File: src/rtl/switch_conditioner.sv
// rtl/switch_conditioner.sv - four-channel switch synchronizer, debouncer and hold-to-repeat pulse generator
module switch_conditioner #(
    parameter int DEBOUNCE_CYCLES = 1_000_000,
    parameter int REPEAT_DELAY    = 50_000_000,
    parameter int REPEAT_PERIOD   = 10_000_000,
    parameter int AUTO_REPEAT     = 1
) (
    input  logic clk,
    input  logic rst,
    input  logic SWITCH1,
    input  logic SWITCH2,
    input  logic SWITCH3,
    input  logic SWITCH4,
    output logic level1,
    output logic level2,
    output logic level3,
    output logic level4,
    output logic pulse1,
    output logic pulse2,
    output logic pulse3,
    output logic pulse4
);

    localparam int DW   = $clog2(DEBOUNCE_CYCLES);
    localparam int RMAX = (REPEAT_DELAY > REPEAT_PERIOD) ? REPEAT_DELAY : REPEAT_PERIOD;
    localparam int RW   = $clog2(RMAX);

    localparam logic [DW-1:0] DB_LAST     = DW'(DEBOUNCE_CYCLES - 1);
    localparam logic [RW-1:0] DELAY_LAST  = RW'(REPEAT_DELAY - 1);
    localparam logic [RW-1:0] PERIOD_LAST = RW'(REPEAT_PERIOD - 1);

    typedef enum logic [1:0] {
        ST_IDLE   = 2'd0,
        ST_HOLD   = 2'd1,
        ST_REPEAT = 2'd2
    } state_t;

    logic [3:0] w_sw;
    logic [3:0] w_level;
    logic [3:0] w_pulse;

    assign w_sw = {SWITCH4, SWITCH3, SWITCH2, SWITCH1};

    for (genvar g = 0; g < 4; g++) begin : g_ch
        logic [1:0]    r_sync;
        logic          r_level;
        logic          r_pulse;
        logic [DW-1:0] r_dcnt;
        logic [RW-1:0] r_rcnt;
        state_t        r_state;
        logic          w_differs;
        logic          w_toggle;

        assign w_differs = (r_sync[1] != r_level);
        assign w_toggle  = w_differs && (r_dcnt == DB_LAST);

        always_ff @(posedge clk or negedge rst) begin
            if (!rst) begin
                r_sync  <= 2'b00;
                r_level <= 1'b0;
                r_dcnt  <= '0;
            end else begin
                r_sync <= {r_sync[0], w_sw[g]};
                if (!w_differs || w_toggle) begin
                    r_dcnt <= '0;
                end else begin
                    r_dcnt <= r_dcnt + DW'(1);
                end
                if (w_toggle) begin
                    r_level <= ~r_level;
                end
            end
        end

        // A debounced level change overrides whatever the repeat machine was doing.
        always_ff @(posedge clk or negedge rst) begin
            if (!rst) begin
                r_state <= ST_IDLE;
                r_rcnt  <= '0;
                r_pulse <= 1'b0;
            end else begin
                r_pulse <= 1'b0;
                if (w_toggle) begin
                    r_rcnt <= '0;
                    if (!r_level) begin
                        r_state <= ST_HOLD;
                        r_pulse <= 1'b1;
                    end else begin
                        r_state <= ST_IDLE;
                    end
                end else begin
                    case (r_state)
                        ST_IDLE: begin
                            r_rcnt <= '0;
                        end
                        ST_HOLD: begin
                            if (AUTO_REPEAT != 0) begin
                                if (r_rcnt == DELAY_LAST) begin
                                    r_rcnt  <= '0;
                                    r_pulse <= 1'b1;
                                    r_state <= ST_REPEAT;
                                end else begin
                                    r_rcnt <= r_rcnt + RW'(1);
                                end
                            end
                        end
                        ST_REPEAT: begin
                            if (r_rcnt == PERIOD_LAST) begin
                                r_rcnt  <= '0;
                                r_pulse <= 1'b1;
                            end else begin
                                r_rcnt <= r_rcnt + RW'(1);
                            end
                        end
                        default: begin
                            r_state <= ST_IDLE;
                            r_rcnt  <= '0;
                        end
                    endcase
                end
            end
        end

        assign w_level[g] = r_level;
        assign w_pulse[g] = r_pulse;
    end

    assign level1 = w_level[0];
    assign level2 = w_level[1];
    assign level3 = w_level[2];
    assign level4 = w_level[3];
    assign pulse1 = w_pulse[0];
    assign pulse2 = w_pulse[1];
    assign pulse3 = w_pulse[2];
    assign pulse4 = w_pulse[3];

endmodule

File: config.mk
export PLATFORM = sky130hd
export DESIGN_NAME = switch_conditioner
export DESIGN_NICKNAME = d
export VERILOG_FILES = /design/src/rtl/switch_conditioner.sv
export SDC_FILE = /design/constraint.sdc
export NUM_CORES = 1
export LEC_CHECK = 0
export ABC_AREA = 0
export CAP_MARGIN = 10
export CORE_MARGIN = 2
export CORE_UTILIZATION = 50
export DETAILED_ROUTE_END_ITERATION = 7
export GPL_TIMING_DRIVEN = 0
export PLACE_DENSITY_LB_ADDON = 0.08
export SYNTH_ARGS = -nofsm -noshare
export SYNTH_HDL_FRONTEND = slang
export SYNTH_SLANG_ARGS = --single-unit
export TNS_END_PERCENT = 20
File: constraint.sdc
create_clock -name clk -period 3.1 [get_ports clk]
set_input_delay 0.31 -clock clk [delete_from_list [all_inputs] [get_ports clk]]
set_output_delay 0.31 -clock clk [all_outputs]
set_load 0.1 [all_outputs]
After elaboration in Yosys (flattened, before gate mapping)
Cells that the tools add are included.
{"block": "word_totals", "ff_bits": 208, "latch_bits": 0, "ram_bits": 0, "rom_bits": 0, "output_inout_bits": 8, "word_cells": 148, "mem_count": 0}
{"block": "classes", "n_addsub": 8, "multipliers": 0, "div_mod_pow": 0, "n_lt_le_gt_ge": 0, "eq_ne": 32, "shifts": 0, "n_mux": 56, "bitwise": 4, "n_reduce_logical": 24}
{"cell": "26-bit two-way mux", "n": 12}
{"cell": "26-bit one-hot mux with 2 select lines", "n": 4}
{"cell": "26-bit by 1-bit adder with 26-bit output (second input constant)", "n": 4}
{"cell": "26-bit by 24-bit equality test with 1-bit output (second input constant)", "n": 4}
{"cell": "26-bit equality test (second input constant)", "n": 4}
{"cell": "20-bit by 1-bit adder with 20-bit output (second input constant)", "n": 4}
{"cell": "20-bit equality test (second input constant)", "n": 4}
{"cell": "20-bit two-way mux", "n": 4}
{"cell": "1-bit two-way mux", "n": 20}
{"cell": "2-bit two-way mux", "n": 8}
{"cell": "2-bit one-hot mux with 2 select lines", "n": 4}
{"cell": "3-bit != test (second input constant)", "n": 4}
{"cell": "2-bit by 1-bit equality test with 1-bit output (second input constant)", "n": 4}
{"cell": "2-bit equality test (second input constant)", "n": 4}
{"cell": "2-bit logical NOT", "n": 4}
{"cell": "2-bit by 1-bit != test with 1-bit output (second input constant)", "n": 4}
{"cell": "1-bit one-hot mux with 2 select lines", "n": 4}
{"cell": "2-bit AND reduction", "n": 4}
{"cell": "2-bit OR reduction", "n": 4}
{"cell": "1-bit logical AND", "n": 4}
{"cell": "1-bit logical NOT", "n": 4}
{"cell": "1-bit logical OR", "n": 4}
{"cell": "1-bit != test", "n": 4}
{"cell": "1-bit NOT", "n": 4}

Longest topological paths before layout
Gate-level depths: netlist of run 1.
{"block": "depth", "word_depth": 4, "depth_mapped": 9, "ltp_nobuf": 7}

Worst setup path before layout of run 1
No wires, ideal clock.
{"block": "synth_path", "kind": "reg2reg", "startpoint": "reg g_ch[1].r_rcnt[0]", "endpoint": "reg g_ch[1].r_rcnt[10]", "arrival_ps": 2250, "t_required_ps": 2981, "setup_slack_ps": 731, "stages_incl_launch_ff": 9, "synth_period_minus_slack_ps": 2369, "cell_sequence": "dfrtp_1 > ha_1 > or4b_1 > or4_1 > o21ai_0 > a221o_1 > buf_2 > buf_4 > nor2_1"}
{"block": "synth_via", "elab_chain_len": 4}
{"item": "start: declaration", "line": "49", "text": "logic [RW-1:0] r_rcnt;"}
{"item": "start signal: assignment", "line": "103", "text": "r_rcnt <= r_rcnt + RW'(1);"}
{"item": "start signal: assignment", "line": "112", "text": "r_rcnt <= r_rcnt + RW'(1);"}
{"item": "26-bit by 1-bit adder with 26-bit output, or another cell as far along", "line": "103, 112"}
{"item": "26-bit two-way mux (on tied branches)", "line": "108, 98"}
{"item": "26-bit one-hot mux with 2 select lines *", "line": "92", "text": "case (r_state)"}
{"item": "26-bit two-way mux *", "line": "83", "text": "if (w_toggle) begin"}
Mark *: on every way between the ends. The rest lies on a longest branch, timed or not.
A chain may end at the register's enable or synchronous reset.

Worst setup path in the final report of run 1
{"block": "layout_path", "startpoint": "reg g_ch[1].r_rcnt[0]", "endpoint": "reg g_ch[1].r_rcnt[12]"}
The elaborated chain is that of the path after synthesis.

==> impl_metrics.ini, run 1 <==
[floorplanning]
initial_utilization_pct = 50.6
fp.dieW_um = 149
row_count = 53
core_area_mm2 = 0.0208
dieArea_mm2 = 0.0222
die_h_um = 149
num_io_pins = 14

[setup_path]
path_cells = ha_1 > or4b_1 > or4_1 > o21ai_0 > a221o_1 > buf_2 > buf_4 > nor2_1
cpLargestDelayFamily = simple AND/OR/NAND/NOR gates
end_kind = register
critPathRequiredTime_ns = 3.48
crit_fanout = 10
worstSetupPathType = register to register
critPathLaunchType = register
arrival_ns = 3.13
path_buf_inv = 2
critPathMaxStageDelay_ns = 0.57
cpMaxStageDelayCell = or4_1

[clock_network]
cts_resized = 0
cts_max_path_buffers = 3
postCtsSetupBuffers = 0
cts-htree-levels = 1
cts_sinks = 208
cts_tree = done
cts_root_buf = clkbuf_16
clk_latency_ns = 0.51
numCtsBuffers = 23
postCtsHoldBufs = 1
path_clk_slew_ns = 0.05

[drt]
drc = 0
antenna_left = 0
dr.pass1.iters = 5
drt_iter0_markers = 385
routed_via_density = 5.32
drt_wl_total_mm = 19.9
via_count = 7522
post_drt_wl_per_cell_um = 14.1

[timing]
fin_crit_ns = 2.75
max_freq_ghz = 0.363
slew_headroom_pct = 33.6
fin_crit_sh_pct = 88.7
rsz0062_at_grt = no
hold_viol_final = 0
final-setup-viol-count = 0
worstMarginPinSlew_ns = 0.992
finClkSkew_ns = 0.0164
slew_viol_final = 0

[hold_path]
hold_class = input port to register

[synth]
synthTopCellsByArea = dfrtp_1 (49%), nor2_1 (8.1%), xor2_1 (8.1%)
async_flop_share_pct = 100
ys_warn_count = 0
synthXorXnorAreaFrac_pct = 14.4
synth_seq_area_share_pct = 49.4
synth-seq-cells = 208
synth_edf_count = 0
synth_cells = 1090
yosys.area_share.simple_pct = 27.4
synth_nets = 1120
synth_top_family_by_area = simple AND/OR/NAND/NOR gates
synth_compound_area_share_pct = 3.36
synth_adder_area_share_pct = 2.85
synth_area_mm2 = 0.0105
synth_flop_cell = dfrtp_1
netlist.area_leader.share_pct = 49.4
synth_top_area_cell = dfrtp_1
avgSynthCellArea_um2 = 9.66
synth_cell_type_count = 56
synthMuxAreaShare_pct = 0

[power]
ir_drop_mv = 0.323
cellPowerDensity_mw_per_mm2 = 451
pwr-share-comb_pct = 2.2
clkPwrFrac_pct = 45.8
p_leak_nw = 4.68
switchingPower_mw = 1.11
seqPwrFrac_pct = 52.0
intPower_mw = 4.17
netSwitchingFraction_pct = 21.1

[job]
maxCapViolations = 0

[global_route]
grt_usage_pct = 18.7
overflow = 0
grt_pass1_vias = 7394
antenna_found_initial = 0
grt_max_degree = 89
grt_pass1_wl_mm = 35.3

[cells_and_area]
syn2layout_area_growth_pct = 11.3
nNetsFinal = 1162
drive_above_1_share_pct = 4.39
final_core_util_pct = 56.3
fin_cells = 1414
num_antenna_cells = 0

[place]
place.port_buffers = 13
place_inst = 1381
dp_hpwl_mm = 13.5
globalplace.congestion = 0.795

[run_status]
status = finished clean
==> final timing paths <==
check | from | to | slack, ns | depth (start not counted)
min | SWITCH3 | g_ch[2].r_sync[0]$_DFF_PN0_ | 0.24 | 1
max in group asynchronous | rst | g_ch[0].r_rcnt[6]$_DFF_PN0_ | 1.67 | 4
max | g_ch[1].r_rcnt[0]$_DFF_PN0_ | g_ch[1].r_rcnt[12]$_DFF_PN0_ | 0.35 | 8
min in group asynchronous | rst | level4$_DFFE_PN0N_ | 0.33 | 2
min reg2reg | g_ch[3].r_sync[0]$_DFF_PN0_ | g_ch[3].r_sync[1]$_DFF_PN0_ | 0.35 | 0
max reg2reg | g_ch[1].r_rcnt[0]$_DFF_PN0_ | g_ch[1].r_rcnt[12]$_DFF_PN0_ | 0.35 | 8
==> synth_stat cells, types with 3 or more instances <==
cell,number
a21oi_1,6
and2_1,8
and3_1,30
and4_1,17
buf_4,4
clkbuf_1,17
dfrtp_1,208
ha_1,24
inv_1,37
nand2_1,62
nand2b_1,3
nand3_1,70
nand4_1,59
nor2_1,228
nor2b_1,3
nor3_1,31
nor3b_1,3
nor4_1,17
nor4b_1,6
nor4bb_1,6
o21ai_0,11
o32ai_1,4
or2_2,6
or3_1,8
or4_1,8
xnor2_1,76
xor2_1,97
==> layer usage <==
layer,global-route usage (%),wire [um],vias to the layer above
met4,4.14,328,0
met2,30.6,9190,71
li1,-,-,3816
met5,0,0,-
met3,2.51,577,28
met1,26.8,9810,3607
==> metrics by stage <==
step | hold WS [ns] | area [um2] | total power [mW] | TNS, ns | setup WS [ns]
final | 0.243 | 11700 | 5.29 | 0 | 0.349
after detailed placement | 0.274 | 11100 | 2.92 | 0 | 0.329
after floorplan | 0.0144 | 10500 | 2.84 | 0 | 0.731
after global placement | 0.334 | 11000 | 2.91 | -1494.98 | -7.20
after CTS | 0.226 | 11700 | 5.37 | 0 | 0.327
after global routing | 0.248 | 11700 | 5.49 | 0 | 0.0766
==> flip-flops by register name, summed over array words and instances, names as in the netlist <==
signal,count
g_ch.r_rcnt,104
g_ch.r_dcnt,80
g_ch.r_state,8
g_ch.r_sync,8
level1,1
level2,1
level3,1
level4,1
pulse1,1
pulse2,1
pulse3,1
pulse4,1
==> cell type report <==
type                       instances  area, um2
buffer                            27        134
multi-input combinational        818       5050
sequential                       208       5200
fill                            1869       9100
inverter                          37        139
tap                              275        344
clock buffer                      32        639
timing repair buffer              17        210
==> cells in the final DEF (no fill, tap or decap), types with 23 or more instances in the layout <==
| cell | n |
|---|---|
| xnor2_1 | 76 |
| nand3_1 | 70 |
| clkbuf_16 | 23 |
| ha_1 | 24 |
| nand2_1 | 62 |
| xor2_1 | 97 |
| clkbuf_1 | 23 |
| dfrtp_1 | 208 |
| inv_1 | 37 |
| and3_1 | 30 |
| nor3_1 | 31 |
| nor2_1 | 228 |
| nand4_1 | 59 |
==> power by group through the flow <==
| stage | combinational, mW | clock [mW] | sequential, mW |
|---|---|---|---|
| 6_report | 0.117 | 2.42 | 2.75 |
| 5_1_grt | 0.140 | 2.60 | 2.75 |
| 4_1_cts | 0.124 | 2.50 | 2.75 |
| 3_5_place_dp | 0.123 | 0 | 2.80 |
| 3_3_place_gp | 0.113 | 0 | 2.80 |
| 2_1_floorplan | 0.0403 | 0 | 2.80 |
==> cells by family (layout without fill, tap and decap cells) <==
group,count (synthesis),in the layout
simple gates,575,575
flops,208,208
xor+xnor,173,173
buf+inv,64,113
compound gates,46,46
fa+ha+maj,24,24
No activity file was read; power rests on OpenSTA's default activity.
==> inputs of run 2 (changes only) <==
- CELL_PAD_IN_SITES_DETAIL_PLACEMENT: default -> 1
- CELL_PAD_IN_SITES_GLOBAL_PLACEMENT: default -> 2
- CORE_ASPECT_RATIO: default -> 2
- CORE_UTILIZATION: 50 -> 41
==> run 2 against run 1 <==
Against the previous run:
- first-iteration DRC count shrank 6.5%
- worst setup slack lost 0.080 ns
- die area grew 22%
- core utilization shrank 9.9 points
- sequential cell count is the same
- combinational power is essentially flat
- clock power grew 5%
- count of clock-buffer cells in the layout grew 3
- hold slack lost 0.011 ns
- fmax shrank 2.8%
- cell count grew 4.8%
- global-route usage shrank 0.62 points
- critical path type unchanged
- critical endpoint is now g_ch[1].r_rcnt[14]$_DFF_PN0_
==> impl_metrics.ini, run 2 (synthesis results as in run 1) <==
[run_status]
status = finished clean

[place]
globalplace.congestion = 0.767
place.port_buffers = 13
dp_hpwl_mm = 16.1

[global_route]
overflow = 0
antenna_found_initial = 0
grt_max_degree = 111
grt_pass1_vias = 8572
grt_pass1_wl_mm = 41.8
grt_usage_pct = 18.1

[floorplanning]
die_h_um = 231
row_count = 83
core_area_mm2 = 0.0254
dieArea_mm2 = 0.0271
num_io_pins = 14
initial_utilization_pct = 41.4
fp.dieW_um = 117

[drt]
antenna_left = 0
drt-met1-wl_mm = 10.8
dr.max_layer_used = met4
drt_wl_total_mm = 23.4
post_drt_wl_per_cell_um = 15.8
drc = 0
wl_met3_um = 442
drt_iter0_markers = 360
dr.pass1.iters = 4
routed_via_density = 5.30
dr_wl_met2_mm = 11.7
via_count = 7852

[hold_path]
hold_class = input port to register
whs_path_depth = 1

[cells_and_area]
final_common_cell = nor2_1
nNetsFinal = 1160
final_core_util_pct = 46.4
largest_reg_flops = 104
final_cell_mix = nor2_1 (228), dfrtp_1 (208), xor2_1 (97)
num_antenna_cells = 0
reg_top3 = g_ch.r_rcnt (104), g_ch.r_dcnt (80)
syn2layout_area_growth_pct = 12.2
multi_input_area_mm2 = 0.00506
top_register = g_ch.r_rcnt
regArea_mm2 = 0.00520
drive_above_1_share_pct = 4.73
fillers = 2877

[job]
maxCapViolations = 0

[setup_path]
arrival_ns = 3.23
path_cells = ha_1 > or4b_1 > or4_1 > o21ai_0 > a221o_1 > buf_2 > buf_4 > nor2_1
worstSetupPathType = register to register
crit_fanout = 10
r2r_cells = 8
critPathRequiredTime_ns = 3.50
cpMaxStageDelayCell = or4_1
critPathMaxStageDelay_ns = 0.60
r2r_slack_ns = 0.27
critPathLaunchType = register
end_kind = register

[clock_network]
cts_max_path_buffers = 3
clk_latency_ns = 0.51
cts_tree = done
postCtsSetupBuffers = 0
cts-htree-levels = 1
cts_sinks = 208
numCtsBuffers = 22
cts_root_buf = clkbuf_16
path_clk_slew_ns = 0.06

[timing]
fin_crit_sh_pct = 91.3
finClkSkew_ns = 0.00809
max_freq_ghz = 0.353
hold_viol_final = 0
slew_viol_final = 0
worstMarginPinSlew_ns = 1.02
hold_slack_ns = 0.232
final-setup-viol-count = 0
slew_headroom_pct = 32.0
fin_crit_ns = 2.83
rsz0062_at_grt = no

[power]
ir_drop_mv = 0.383
cellPowerDensity_mw_per_mm2 = 457
p_leak_nw = 4.70
[run 2: where the power goes]
part	leakage, nW	total, mW	switching, mW	internal (mW)
sequential	2.88	2.75	0.0172	2.73
combinational	1.49	0.117	0.0887	0.0287
clock	0.332	2.54	1.07	1.47
total	4.70	5.40	1.17	4.23
[run 2: layer usage]
metal / track usage [%] / vias up
met3: 2.03 / 22
li1: - / 3815
met4: 4.78 / 0
met5: 0 / -
met2: 31.7 / 42
met1: 23.9 / 3973
[run 2: cell type report]
cell class	instances	share of cell area, %
well taps	340	3.60
plain buffers	27	1.14
clock inverters	1	0.0424
multi-input cells	818	42.8
flip-flops and latches	208	44.1
inverters	37	1.18
clock buffers	35	5.68
repair buffers	16	1.50
[run 2: worst paths after layout]
path,to,start
max,g_ch[1].r_rcnt[14]$_DFF_PN0_,g_ch[1].r_rcnt[0]$_DFF_PN0_
min,g_ch[1].r_sync[0]$_DFF_PN0_,SWITCH2
min in group asynchronous,g_ch[3].r_dcnt[16]$_DFF_PN0_,rst
max in group asynchronous,g_ch[1].r_rcnt[7]$_DFF_PN0_,rst
max reg2reg,g_ch[1].r_rcnt[14]$_DFF_PN0_,g_ch[1].r_rcnt[0]$_DFF_PN0_
min reg2reg,g_ch[0].r_sync[1]$_DFF_PN0_,g_ch[0].r_sync[0]$_DFF_PN0_
[run 2: timing repair]
action	CTS	global route
resized for setup	0	2
hold buffers	1	0
setup endpoints to repair	0	21
hold endpoints to repair	109	0
[run 2: per-stage QoR]
step,cell area [um2],std cells,total power [mW],setup TNS [ns],setup slack [ns]
finish,11800,1482,5.40,0,0.269
global route,11800,1482,5.63,0,0.113
CTS,11800,1482,5.53,0,0.178
detailed placement,11100,1445,2.92,0,0.187
global placement,11100,1443,2.92,-1537.92,-7.42
floorplan,10500,1090,2.84,0,0.731
[run 2: critical path: cells and delay by family (launching register included)]
kind | cells | cell delay, ns
DFF | 1 | 0.40
AOI/OAI and AO/OA | 2 | 0.40
buffers and inverters | 2 | 0.43
adders and majority gates | 1 | 0.35
and+or+nand+nor | 3 | 1.13
==> inputs of run 3 (changes only) <==
- CELL_PAD_IN_SITES_DETAIL_PLACEMENT: 1 -> 0
- CELL_PAD_IN_SITES_GLOBAL_PLACEMENT: 2 -> 1
- CORE_UTILIZATION: 41 -> 50
==> run 3 against run 2 <==
Against the previous run:
- worst setup slack got worse by 0.033 ns
- largest power group unchanged
- sequential share of layout area rose by 0.50 points
- sequential cell count did not move
- clock skew rose by 0.00086 ns
- largest cell class unchanged
- cell area fell by 1.1%
- critical path depth did not move
- clock power fell by 6%
- global-route usage rose by 2.3 points
- count of clock-buffer cells in the layout fell by 7
==> impl_metrics.ini, run 3 (synthesis results as in run 1) <==
[cells_and_area]
reg_top3 = g_ch.r_rcnt (104), g_ch.r_dcnt (80)
finish.instance_area_mm2 = 0.0117
fin_cells = 1408
syn2layout_area_growth_pct = 11.0
nNetsFinal = 1158
final_cell_mix = nor2_1 (228), dfrtp_1 (208), xor2_1 (97)
num_antenna_cells = 0
largest_reg_flops = 104
drive_above_1_share_pct = 4.83
top_register = g_ch.r_rcnt
fillers = 1987
final_common_cell = nor2_1

[drt]
drt_iter0_markers = 344
drt_wl_total_mm = 21.8
drt-met1-wl_mm = 8.52
wl_met3_um = 558
dr_wl_met2_mm = 12.2
post_drt_wl_per_cell_um = 15.5
drc = 0
via_count = 7775
dr.max_layer_used = met4
dr.pass1.iters = 4
antenna_left = 0
routed_via_density = 5.52

[power]
intPower_mw = 4.13
netSwitchingFraction_pct = 21.5
ir_drop_mv = 0.432
seqPwrFrac_pct = 52.3
total_power_mw = 5.26
pwr-share-comb_pct = 2.2
cellPowerDensity_mw_per_mm2 = 450
switchingPower_mw = 1.13
p_leak_nw = 4.68
clkPwrFrac_pct = 45.6

[hold_path]
hold_class = input port to register

[clock_network]
clk_latency_ns = 0.51
cts_sinks = 208
cts_max_path_buffers = 3
cts_root_buf = clkbuf_16
cts_tree = done
path_clk_slew_ns = 0.06
cts-htree-levels = 1
numCtsBuffers = 20

[setup_path]
worstSetupPathType = register to register
critPathRequiredTime_ns = 3.49
arrival_ns = 3.26
crit_fanout = 10
end_kind = register
critPathLaunchType = register

[timing]
setup_tns_ns = 0
slew_headroom_pct = 35.4
final-setup-viol-count = 0
slew_viol_final = 0
rsz0062_at_grt = no
max_freq_ghz = 0.349
hold_viol_final = 0
fin_crit_ns = 2.86
worstMarginPinSlew_ns = 0.966
finClkSkew_ns = 0.00895
hold_slack_ns = 0.241
fin_crit_sh_pct = 92.4

[place]
globalplace.congestion = 0.807
place_inst = 1373
dpl_cell_area_mm2 = 0.0110
place.port_buffers = 13
dp_hpwl_mm = 15.4

[global_route]
overflow = 0
grt_usage_pct = 20.4
grt_max_degree = 122
grt_pass1_vias = 8019
grt_pass1_wl_mm = 37.9
antenna_found_initial = 0

[floorplanning]
row_count = 75
core_area_mm2 = 0.0208
die_h_um = 209
fp.dieW_um = 107
initial_utilization_pct = 50.5
dieArea_mm2 = 0.0223
num_io_pins = 14

[job]
maxCapViolations = 0

[run_status]
status = finished clean
-- run 3: cell types whose count changed in the layout (fill, tap and decap cells not counted), sizes merged --
| cell | delta |
|---|---|
| clkinvlp | +1 |
| clkinv | +3 |
| clkbuf | -7 |
-- run 3: what timing repair did --
action                                 in CTS  in global routing
hold buffers                                1                  0
setup buffers                               0                  0
resized for setup                           0                  0
endpoints found under the hold margin      87                  0
-- run 3: cell type report --
class	instances	area [um2]	share of cell area, %
inverters	37	139	1.19
repair buffers	16	178	1.52
plain buffers	27	134	1.15
well taps	269	337	2.88
flip-flops and latches	208	5200	44.6
clock buffers	28	612	5.24
clock inverters	5	27.5	0.236
multi-input cells	818	5050	43.2
-- run 3: stage by stage --
stage	setup slack, ns	util [%]
after global routing	0.000794	56.1
after detailed placement	0.265	52.9
after CTS	0.242	56.1
after global placement	-7.25	52.8
final	0.236	56.1
after floorplan	0.731	-
-- run 3: path summary, 6_finish.rpt --
kind                                                  start                        endpoint  slack (ns)  cells after the start
min in group asynchronous                               rst    g_ch[3].r_rcnt[14]$_DFF_PN0_        0.42                      2
worst max-delay path            g_ch[1].r_rcnt[0]$_DFF_PN0_    g_ch[1].r_rcnt[10]$_DFF_PN0_        0.24                      8
max in group asynchronous                               rst  g_ch[2].r_state[0]$_DFFE_PN0P_        1.66                      3
worst max register to register  g_ch[1].r_rcnt[0]$_DFF_PN0_    g_ch[1].r_rcnt[10]$_DFF_PN0_        0.24                      8
worst min-delay path                                SWITCH2     g_ch[1].r_sync[0]$_DFF_PN0_        0.24                      1
worst min register to register  g_ch[2].r_sync[0]$_DFF_PN0_     g_ch[2].r_sync[1]$_DFF_PN0_        0.35                      0
-- run 3: worst max-delay path, stage by stage, from the launching register on --
cell	delay (ns)
dfrtp_1	0.41
ha_1	0.35
or4b_1	0.48
or4_1	0.62
o21ai_0	0.23
a221o_1	0.17
buf_2	0.22
buf_4	0.21
nor2_1	0.06
-- run 3: layer usage --
metal  vias up  global-route usage (%)
li1       3805                       -
met1      3827                    23.4
met2       108                    38.6
met3        35                    2.37
met4         0                    6.76
met5         -                       0
-- run 3: power groups by stage --
stage          registers, mW  logic (mW)  clock network, mW
2_1_floorplan           2.80      0.0403                  0
3_3_place_gp            2.80       0.113                  0
3_5_place_dp            2.80       0.119                  0
4_1_cts                 2.75       0.120               2.49
5_1_grt                 2.75       0.137               2.59
6_report                2.75       0.114               2.40
